==> src/rtl/trig_sequencer_pkg.sv <==
// Shared definitions for the trig sequencer block.
//   DATA_WIDTH  : width of angles in degrees (request, divider and core paths)
//   trig_func_e : function codes carried on req_func / core_func
package trig_sequencer_pkg;

    localparam int DATA_WIDTH = 16;

    typedef enum logic [1:0] {
        FUNC_SIN  = 2'b00,
        FUNC_COS  = 2'b01,
        FUNC_TAN  = 2'b10,
        FUNC_RSVD = 2'b11
    } trig_func_e;

    // True when the code selects a function the core can evaluate.
    function automatic logic func_is_valid(input logic [1:0] func);
        return trig_func_e'(func) != FUNC_RSVD;
    endfunction

endpackage

==> src/rtl/trig_sign_fix.sv <==
// Applies the quadrant sign to an unsigned-magnitude core result.
// The core only evaluates f(r) for a reduced angle 0..90, so the sign of the
// true result depends on the quadrant of the original angle:
//   sin negative in q2/q3, cos negative in q1/q2, tan negative in q1/q3.
// The sign is applied by flipping bit 63 of the IEEE double; all other bits
// pass through untouched (a zero magnitude is flipped as well, giving -0.0).
// Ports:
//   quadrant  in  2   quadrant latched from the divider
//   func      in  2   function code
//   magnitude in  64  core result
//   result    out 64  signed result
module trig_sign_fix
    import trig_sequencer_pkg::*;
(
    input  logic [1:0]  quadrant,
    input  logic [1:0]  func,
    input  logic [63:0] magnitude,
    output logic [63:0] result
);

    logic neg;

    always_comb begin
        neg = 1'b0;
        case (trig_func_e'(func))
            FUNC_SIN: neg = (quadrant == 2'd2) || (quadrant == 2'd3);
            FUNC_COS: neg = (quadrant == 2'd1) || (quadrant == 2'd2);
            FUNC_TAN: neg = (quadrant == 2'd1) || (quadrant == 2'd3);
            default:  neg = 1'b0;
        endcase
    end

    assign result = {magnitude[63] ^ neg, magnitude[62:0]};

endmodule

==> src/rtl/trig_sequencer.sv <==
// Sequences one trig evaluation: latch request, run the range-reduction
// divider, start the core, wait for its result (with timeout), apply the
// quadrant sign and hold the response until it is taken.
// Parameters:
//   DIV_LAT  divider cycles from en_divider to valid quadrant/data_out
//   TIMEOUT  cycles allowed in WAIT for core_done before an error response
// Ports:
//   clk, reset_n                    clock, asynchronous active-low reset
//   req_valid/req_ready/req_angle/req_func      request channel
//   resp_valid/resp_ready/resp_result/resp_err  response channel
//   en_divider/div_data_in/div_quadrant/div_data_out  divider interface
//   core_start/core_angle/core_func/core_done/core_result  core interface
//   dbg_state                       current FSM state (observation only)
//
// Handshakes: a transfer happens on a rising edge where valid && ready.
// req_ready is high only in IDLE; resp_valid and its payload stay constant
// from entry into RESP until the edge where resp_ready is seen high. Only one
// operation is ever in flight.
module trig_sequencer
    import trig_sequencer_pkg::*;
#(
    parameter int DIV_LAT = 1,
    parameter int TIMEOUT = 64
) (
    input  logic                  clk,
    input  logic                  reset_n,
    input  logic                  req_valid,
    output logic                  req_ready,
    input  logic [DATA_WIDTH-1:0] req_angle,
    input  logic [1:0]            req_func,
    output logic                  resp_valid,
    input  logic                  resp_ready,
    output logic [63:0]           resp_result,
    output logic                  resp_err,
    output logic                  en_divider,
    output logic [DATA_WIDTH-1:0] div_data_in,
    input  logic [1:0]            div_quadrant,
    input  logic [DATA_WIDTH-1:0] div_data_out,
    output logic                  core_start,
    output logic [DATA_WIDTH-1:0] core_angle,
    output logic [1:0]            core_func,
    input  logic                  core_done,
    input  logic [63:0]           core_result,
    output logic [2:0]            dbg_state
);

    typedef enum logic [2:0] {
        IDLE = 3'd0,
        DIV  = 3'd1,
        CORE = 3'd2,
        WAIT = 3'd3,
        RESP = 3'd4
    } state_e;

    localparam int DIV_CNT_W  = $clog2(DIV_LAT + 2);
    localparam int WAIT_CNT_W = $clog2(TIMEOUT + 1);
    // DIV lasts DIV_LAT+1 cycles: counter runs 0..DIV_LAT.
    localparam logic [DIV_CNT_W-1:0]  DIV_LAST  = DIV_CNT_W'(DIV_LAT);
    // WAIT lasts at most TIMEOUT cycles: counter runs 0..TIMEOUT-1.
    localparam logic [WAIT_CNT_W-1:0] WAIT_LAST = WAIT_CNT_W'(TIMEOUT - 1);

    state_e                  state;
    logic [DIV_CNT_W-1:0]    div_cnt;
    logic [WAIT_CNT_W-1:0]   wait_cnt;
    logic [1:0]              func_q;
    logic [1:0]              quad_q;
    logic [63:0]             signed_result;

    trig_sign_fix u_sign_fix (
        .quadrant  (quad_q),
        .func      (func_q),
        .magnitude (core_result),
        .result    (signed_result)
    );

    assign dbg_state = state;

    always_ff @(posedge clk or negedge reset_n) begin
        if (!reset_n) begin
            state       <= IDLE;
            req_ready   <= 1'b1;
            resp_valid  <= 1'b0;
            resp_result <= '0;
            resp_err    <= 1'b0;
            en_divider  <= 1'b0;
            div_data_in <= '0;
            core_start  <= 1'b0;
            core_angle  <= '0;
            core_func   <= '0;
            div_cnt     <= '0;
            wait_cnt    <= '0;
            func_q      <= '0;
            quad_q      <= '0;
        end else begin
            core_start <= 1'b0;
            case (state)
                IDLE: begin
                    if (req_valid) begin
                        req_ready <= 1'b0;
                        func_q    <= req_func;
                        if (!func_is_valid(req_func)) begin
                            // Reserved code: answer with an error, skip the datapath.
                            state       <= RESP;
                            resp_valid  <= 1'b1;
                            resp_err    <= 1'b1;
                            resp_result <= '0;
                        end else begin
                            state       <= DIV;
                            en_divider  <= 1'b1;
                            div_data_in <= req_angle;
                            div_cnt     <= '0;
                        end
                    end
                end
                DIV: begin
                    if (div_cnt == DIV_LAST) begin
                        // Divider output is valid now; core_angle holds the
                        // latched reduced angle from here on.
                        quad_q      <= div_quadrant;
                        core_angle  <= div_data_out;
                        core_func   <= func_q;
                        core_start  <= 1'b1;
                        en_divider  <= 1'b0;
                        div_data_in <= '0;
                        state       <= CORE;
                    end else begin
                        div_cnt <= div_cnt + 1'b1;
                    end
                end
                CORE: begin
                    wait_cnt   <= '0;
                    core_angle <= '0;
                    core_func  <= '0;
                    state      <= WAIT;
                end
                WAIT: begin
                    if (core_done) begin
                        state       <= RESP;
                        resp_valid  <= 1'b1;
                        resp_err    <= 1'b0;
                        resp_result <= signed_result;
                    end else if (wait_cnt == WAIT_LAST) begin
                        state       <= RESP;
                        resp_valid  <= 1'b1;
                        resp_err    <= 1'b1;
                        resp_result <= '0;
                    end else begin
                        wait_cnt <= wait_cnt + 1'b1;
                    end
                end
                RESP: begin
                    if (resp_ready) begin
                        state       <= IDLE;
                        resp_valid  <= 1'b0;
                        resp_err    <= 1'b0;
                        resp_result <= '0;
                        req_ready   <= 1'b1;
                    end
                end
                default: begin
                    state     <= IDLE;
                    req_ready <= 1'b1;
                end
            endcase
        end
    end

endmodule

==> config.mk <==
export PLATFORM = sky130hd
export DESIGN_NAME = trig_sequencer
export DESIGN_NICKNAME = d
export VERILOG_FILES = /design/src/rtl/trig_sequencer_pkg.sv /design/src/rtl/trig_sign_fix.sv /design/src/rtl/trig_sequencer.sv
export SDC_FILE = /design/constraint.sdc
export NUM_CORES = 1
export LEC_CHECK = 0
export ABC_CLOCK_PERIOD_IN_PS = 4280
export CORE_MARGIN = 3
export CORE_UTILIZATION = 45
export CTS_CLUSTER_DIAMETER = 50
export CTS_CLUSTER_SIZE = 20
export DETAILED_ROUTE_END_ITERATION = 16
export HOLD_SLACK_MARGIN = 0.12
export PLACE_DENSITY_LB_ADDON = 0.3
export SYNTH_ARGS = -nofsm -noshare
export SYNTH_HDL_FRONTEND = slang
export SYNTH_SLANG_ARGS = --single-unit
==> constraint.sdc <==
create_clock -name clk -period 4.28 [get_ports clk]
set_input_delay 0.856 -clock clk [delete_from_list [all_inputs] [get_ports clk]]
set_output_delay 0.856 -clock clk [all_outputs]
set_load 0.03 [all_outputs]
Word-level counts from Yosys, hierarchy flattened

Index checks and enable logic that the tools add are counted.

Bits in registers: 119
Latch bits: 0
Bits in writable memories: 0
ROM bits: 0
Input port bits: 105
Output and inout port bits: 106
Word-level logic and storage cells: 104
Memories: 0

Add/subtract/negate cells: 2
Multiply operators: 0
Divide/modulo/power cells: 0
$lt $le $gt $ge: 0
Equal/unequal tests: 21
Shift-type cells: 0
Mux-type cells: 46
Bitwise operators: 2
Reductions and logical operators: 19

Operators by type and width:

| kind                                                                  | count |
|---|---|
| 64-bit two-way mux                                                    | 5 |
| 64-bit case mux with 3 select lines                                   | 1 |
| 16-bit two-way mux                                                    | 4 |
| 16-bit case mux with 2 select lines                                   | 2 |
| 3-bit two-way mux                                                     | 6 |
| 2-bit != test, second input constant                                  | 9 |
| 3-bit case mux with 5 select lines                                    | 1 |
| 7-bit two-way mux                                                     | 2 |
| 7-bit case mux with 2 select lines                                    | 1 |
| 1-bit two-way mux                                                     | 13 |
| 1-bit case mux with 3 select lines                                    | 4 |
| 4-bit AND reduction                                                   | 3 |
| 2-bit two-way mux                                                     | 4 |
| 2-bit case mux with 2 select lines                                    | 2 |
| 7-bit by 1-bit adder with 7-bit output, second input constant         | 1 |
| 7-bit by 6-bit equality test with 1-bit output, second input constant | 1 |
| 2-bit by 1-bit equality test with 1-bit output, second input constant | 3 |
| 2-bit equality test, second input constant                            | 3 |
| 3-bit by 2-bit equality test with 1-bit output, second input constant | 2 |
| 2-bit AND reduction                                                   | 3 |
| 3-bit AND reduction                                                   | 2 |
| 2-bit nonzero test                                                    | 3 |
| 5-bit AND reduction                                                   | 1 |
| 3-bit by 1-bit equality test with 1-bit output, second input constant | 1 |
| other kinds (11)                                                      | 13 |

Depth between registers and ports, before layout

Depth in word-level cells: 6
Gate-level depth with buffers: 7
Depth with buffers taken out: 6

Hierarchy

A second synthesis with hierarchy kept.

Cell total of the unflattened synthesis: 432
Area, all modules: 5165.0 sq um

Modules (own cells, without submodules):

| module         | instances | cells each | area an instance (sq um) | sequential area each (sq um) |
|---|---|---|---|---|
| trig_sequencer | 1         | 355        | 4581.9                   | 2979.1 |
| trig_sign_fix  | 1         | 77         | 583.1                    | 0.0 |

Worst setup path after synthesis

Ideal clock, no wire load.

Kind: input -> register
Start: input req_valid
End: register resp_result[10]
Setup time: 0.121 ns
Data arrival time: 1.957 ns
Required time: 4.159 ns
Setup slack: 2.202 ns
Cell stages on the path: 6
Buffers on the path: 2
Cells stage by stage: nor4b_4 > nand3_1 > a31o_2 > buf_6 > buf_6 > a22o_1

Word-level cells in the longest chain between the ends: 2

Ends and longest elaborated chain:

| item                          | line                  | text |
|---|---|---|
| from (decl)                   | trig_sequencer.sv:27  | `input logic req_valid,` |
| 2-bit != test (no line)       | --                    |  |
| 5-bit AND reduction (no line) | --                    |  |
| to (signal assigned)          | trig_sequencer.sv:141 | `resp_result <= signed_result;` |
| to (decl)                     | trig_sequencer.sv:33  | `output logic [63:0] resp_result,` |

No other way between the ends.
A chain may end at the register's enable or synchronous reset.

Worst setup path after layout

Start: register state[0] (netlist: dbg_state[0])
End: output dbg_state[0]

RTL lines:

| item                   | line                  | text |
|---|---|---|
| from (decl)            | trig_sequencer.sv:62  | `state_e state;` |
| from (signal assigned) | trig_sequencer.sv:80  | `state <= IDLE;` |
| from (signal assigned) | trig_sequencer.sv:103 | `state <= RESP;` |
| from (signal assigned) | trig_sequencer.sv:108 | `state <= DIV;` |
| to (decl)              | trig_sequencer.sv:44  | `output logic [2:0] dbg_state` |

No word-level cell between the ends.

==> impl_metrics.env <==
export IMPL_crit_path_start_kind="flop"
export IMPL_dp_slack_ns=1.12
export IMPL_die_h_um=108
export IMPL_cellPowerDensity_mw_per_mm2=847
export IMPL_layout_nets=691
export IMPL_syn_num_nets=486
export IMPL_synth_edf_count=0
export IMPL_drt_wirelength_per_cell_um=17.7
export IMPL_cts_root_buf="clkbuf_8"
export IMPL_postCtsResizedCells=0
export IMPL_die_area_mm2=0.0117
export IMPL_die_w_um=108
export IMPL_cap_violations=0
export IMPL_ys_seq_area_share_pct=63.6
export IMPL_crit_type="reg -> out"
export IMPL_synth_cell_type_count=43
export IMPL_cts_tree="done"
export IMPL_numClockSinks=119
export IMPL_min_path_type="reg -> reg"
export IMPL_tightestPinTransition_ns=0.940
export IMPL_h_tree_depth=4
export IMPL_syn2layout_area_growth_pct=58.8
export IMPL_fmax_mhz=348
export IMPL_start_util_pct=47.1
export IMPL_antenna_found_initial=0
export IMPL_synth_cells=376
export IMPL_num_vias=3786
export IMPL_clk_pin_slew_ns=0.05
export IMPL_period_minus_slack_ns=2.87
export IMPL_crit_buf_inv=1
export IMPL_setup_tns_ns=0
export IMPL_ff_latch_area_mm2=0.00298
export IMPL_num_io_pins=211
export IMPL_power_total_w=0.00630
export IMPL_critPathSlowestCell="clkdlybuf4s50_1"
export IMPL_final_cell_mix="clkdlybuf4s50_1, dfrtp_1, a22o_1, nand2_1"
export IMPL_grt_pass1_vias=3927
export IMPL_antenna_left=0
export IMPL_grt_use_total_pct=22.2
export IMPL_rsz0062_at_grt="false"
export IMPL_route_detailed_drc=0
export IMPL_cp_arrival_ns=2.02
export IMPL_ctsLongestPathBuffers=2
export IMPL_async_reset_ff_share_pct=100
export IMPL_drt_wl_total_mm=12.9
export IMPL_maxSlewHeadroom_pct=37.3
export IMPL_rows=36
export IMPL_post_cts_setup_buffers=0
export IMPL_ir_drop_uv=509
export IMPL_fillers=683
export IMPL_vias_per_cell=5.21
export IMPL_cpPeakStageDelay_ns=0.79
export IMPL_initialDrtViolationCount=267
export IMPL_drive_above_1_share_pct=7.07
export IMPL_end_kind="output pin"
export IMPL_yosysWarnings=0
export IMPL_grt_max_degree=74
export IMPL_multi_input_area_mm2=0.00151
export IMPL_fin_worst_skew_ns=0.00907
export IMPL_p_leak_nw=3.27
export IMPL_drv_slew=0
export IMPL_crit_required_ns=3.42
export IMPL_n_antenna_cell=0
export IMPL_crit_chain="clkdlybuf4s50_1"
export IMPL_dp_hpwl_mm=8.99
export IMPL_ys_ff_latch=119
export IMPL_cts_inserted_buffers=17
export IMPL_grt_overflow=0
export IMPL_layout_cells_most_common="clkdlybuf4s50_1"
export IMPL_first_pass_iters=5
export IMPL_cp_max_fo=20
export IMPL_synthesis_area_mm2=0.00469
export IMPL_finalCritPeriodShare_pct=67.1
export IMPL_outcome="complete, no violations"
export IMPL_finalSetupViolCount=0
export IMPL_timing_final_ws_setup_ns=1.41
export IMPL_clk_latency_ns=0.50
export IMPL_ctsHoldBuffers=0
export IMPL_gp_congestion=0.780
export IMPL_finalHoldViolCount=0
export IMPL_core_mm2=0.00995
export IMPL_r2r_slack_ns=1.60
export IMPL_crit_family="buffers and inverters"
export IMPL_portBuffers=210
export IMPL_synth_avg_cell_area_um2=12.5
export IMPL_synthFlopType="dfrtp_1"
export IMPL_grt_first_pass_wirelength_mm=20.0
==> layer usage <==
layer  part of all wire [%]  up-vias  global-route usage, %
li1                       -     1791                      -
met3                    6.2       12                   6.63
met4                    1.5        0                   7.57
met1                     42     1845                   27.9
met5                      0        -                      0
met2                     50      138                   36.9
==> final timing paths <==
check	cells past startpoint	start	end
max in group asynchronous	2	reset_n	req_ready$_DFFE_PN1P_
worst max-delay path	1	dbg_state[0]$_DFFE_PN0P_	dbg_state[0]
worst max register to register	5	dbg_state[0]$_DFFE_PN0P_	resp_result[5]$_DFFE_PN0P_
min in group asynchronous	1	reset_n	core_angle[15]$_DFFE_PN0P_
worst min register to register	1	div_cnt[0]$_DFFE_PN0P_	div_cnt[0]$_DFFE_PN0P_
worst min-delay path	1	div_cnt[0]$_DFFE_PN0P_	div_cnt[0]$_DFFE_PN0P_
==> layout make-up <==
type | instances | area share (%)
Sequential cell | 119 | 40.0
Timing Repair Buffer | 215 | 28.7
Multi-Input combinational cell | 221 | 20.3
Clock buffer | 21 | 6.04
Clock inverter | 11 | 2.30
Tap cell | 133 | 2.24
Inverter | 7 | 0.353
==> worst reg2reg max path, delay by kind of cell, from the launching register on <==
kind	cells	cell delay [ns]
buffers and inverters	1	0.42
DFF	1	0.72
AOI/OAI and AO/OA	3	1.23
and+or+nand+nor	1	0.25
==> where the power goes <==
part | internal (W) | switching (W) | total, W | leakage [nW]
clock network | 0.000978 | 0.000492 | 0.00147 | 0.299
logic | 0.00127 | 0.00162 | 0.00289 | 1.41
registers | 0.00161 | 0.000329 | 0.00194 | 1.56
total | 0.00386 | 0.00244 | 0.00630 | 3.27
==> sequential cells by signal, indices dropped and copies added, names as in the netlist <==
register     flops
resp_result     64
core_func        2
func_q           2
dbg_state        3
div_cnt          2
resp_err         1
quad_q           2
resp_valid       1
core_angle      16
div_data_in     16
core_start       1
en_divider       1
req_ready        1
wait_cnt         7
==> cell usage after synthesis, types with 2 or more instances <==
cell,count,area share [%]
dfrtp_1,118,63
a22o_1,80,15
nand2_1,50,4.0
clkbuf_1,17,1.4
o21ai_0,16,1.7
o21ai_1,10,1.1
a21oi_1,8,0.85
buf_6,7,1.7
inv_1,7,0.56
ha_1,5,1.3
nand3_1,5,0.53
nor2_1,5,0.40
buf_2,4,0.43
or3_1,4,0.53
nor2b_1,3,0.40
nor3_1,3,0.32
a21boi_0,2,0.32
a21o_1,2,0.32
a31oi_1,2,0.27
mux2_1,2,0.48
mux2_2,2,0.48
mux2i_1,2,0.43
o31ai_1,2,0.32
==> cells by family after synthesis <==
kind of cell               count (synthesis)  synth area share, %
AOI/OAI and AO/OA                        129                 21.1
DFF                                      119                 63.6
and+or+nand+nor                           81                 8.38
buffers and inverters                     36                 4.19
muxes                                      6                 1.39
adders and majority gates                  5                 1.34
==> per-stage QoR <==
stage	hold WS [ns]	instances	cell area [µm²]	util, %
3_3_place_gp	0.459	695	6820	68.5
4_1_cts	0.487	727	7440	74.7
3_5_place_dp	0.472	695	6820	68.5
2_1_floorplan	0.447	376	4690	-
5_1_grt	0.497	727	7440	74.7
6_report	0.484	727	7440	74.7
Note: power is estimated with default switching activity, not from simulation.
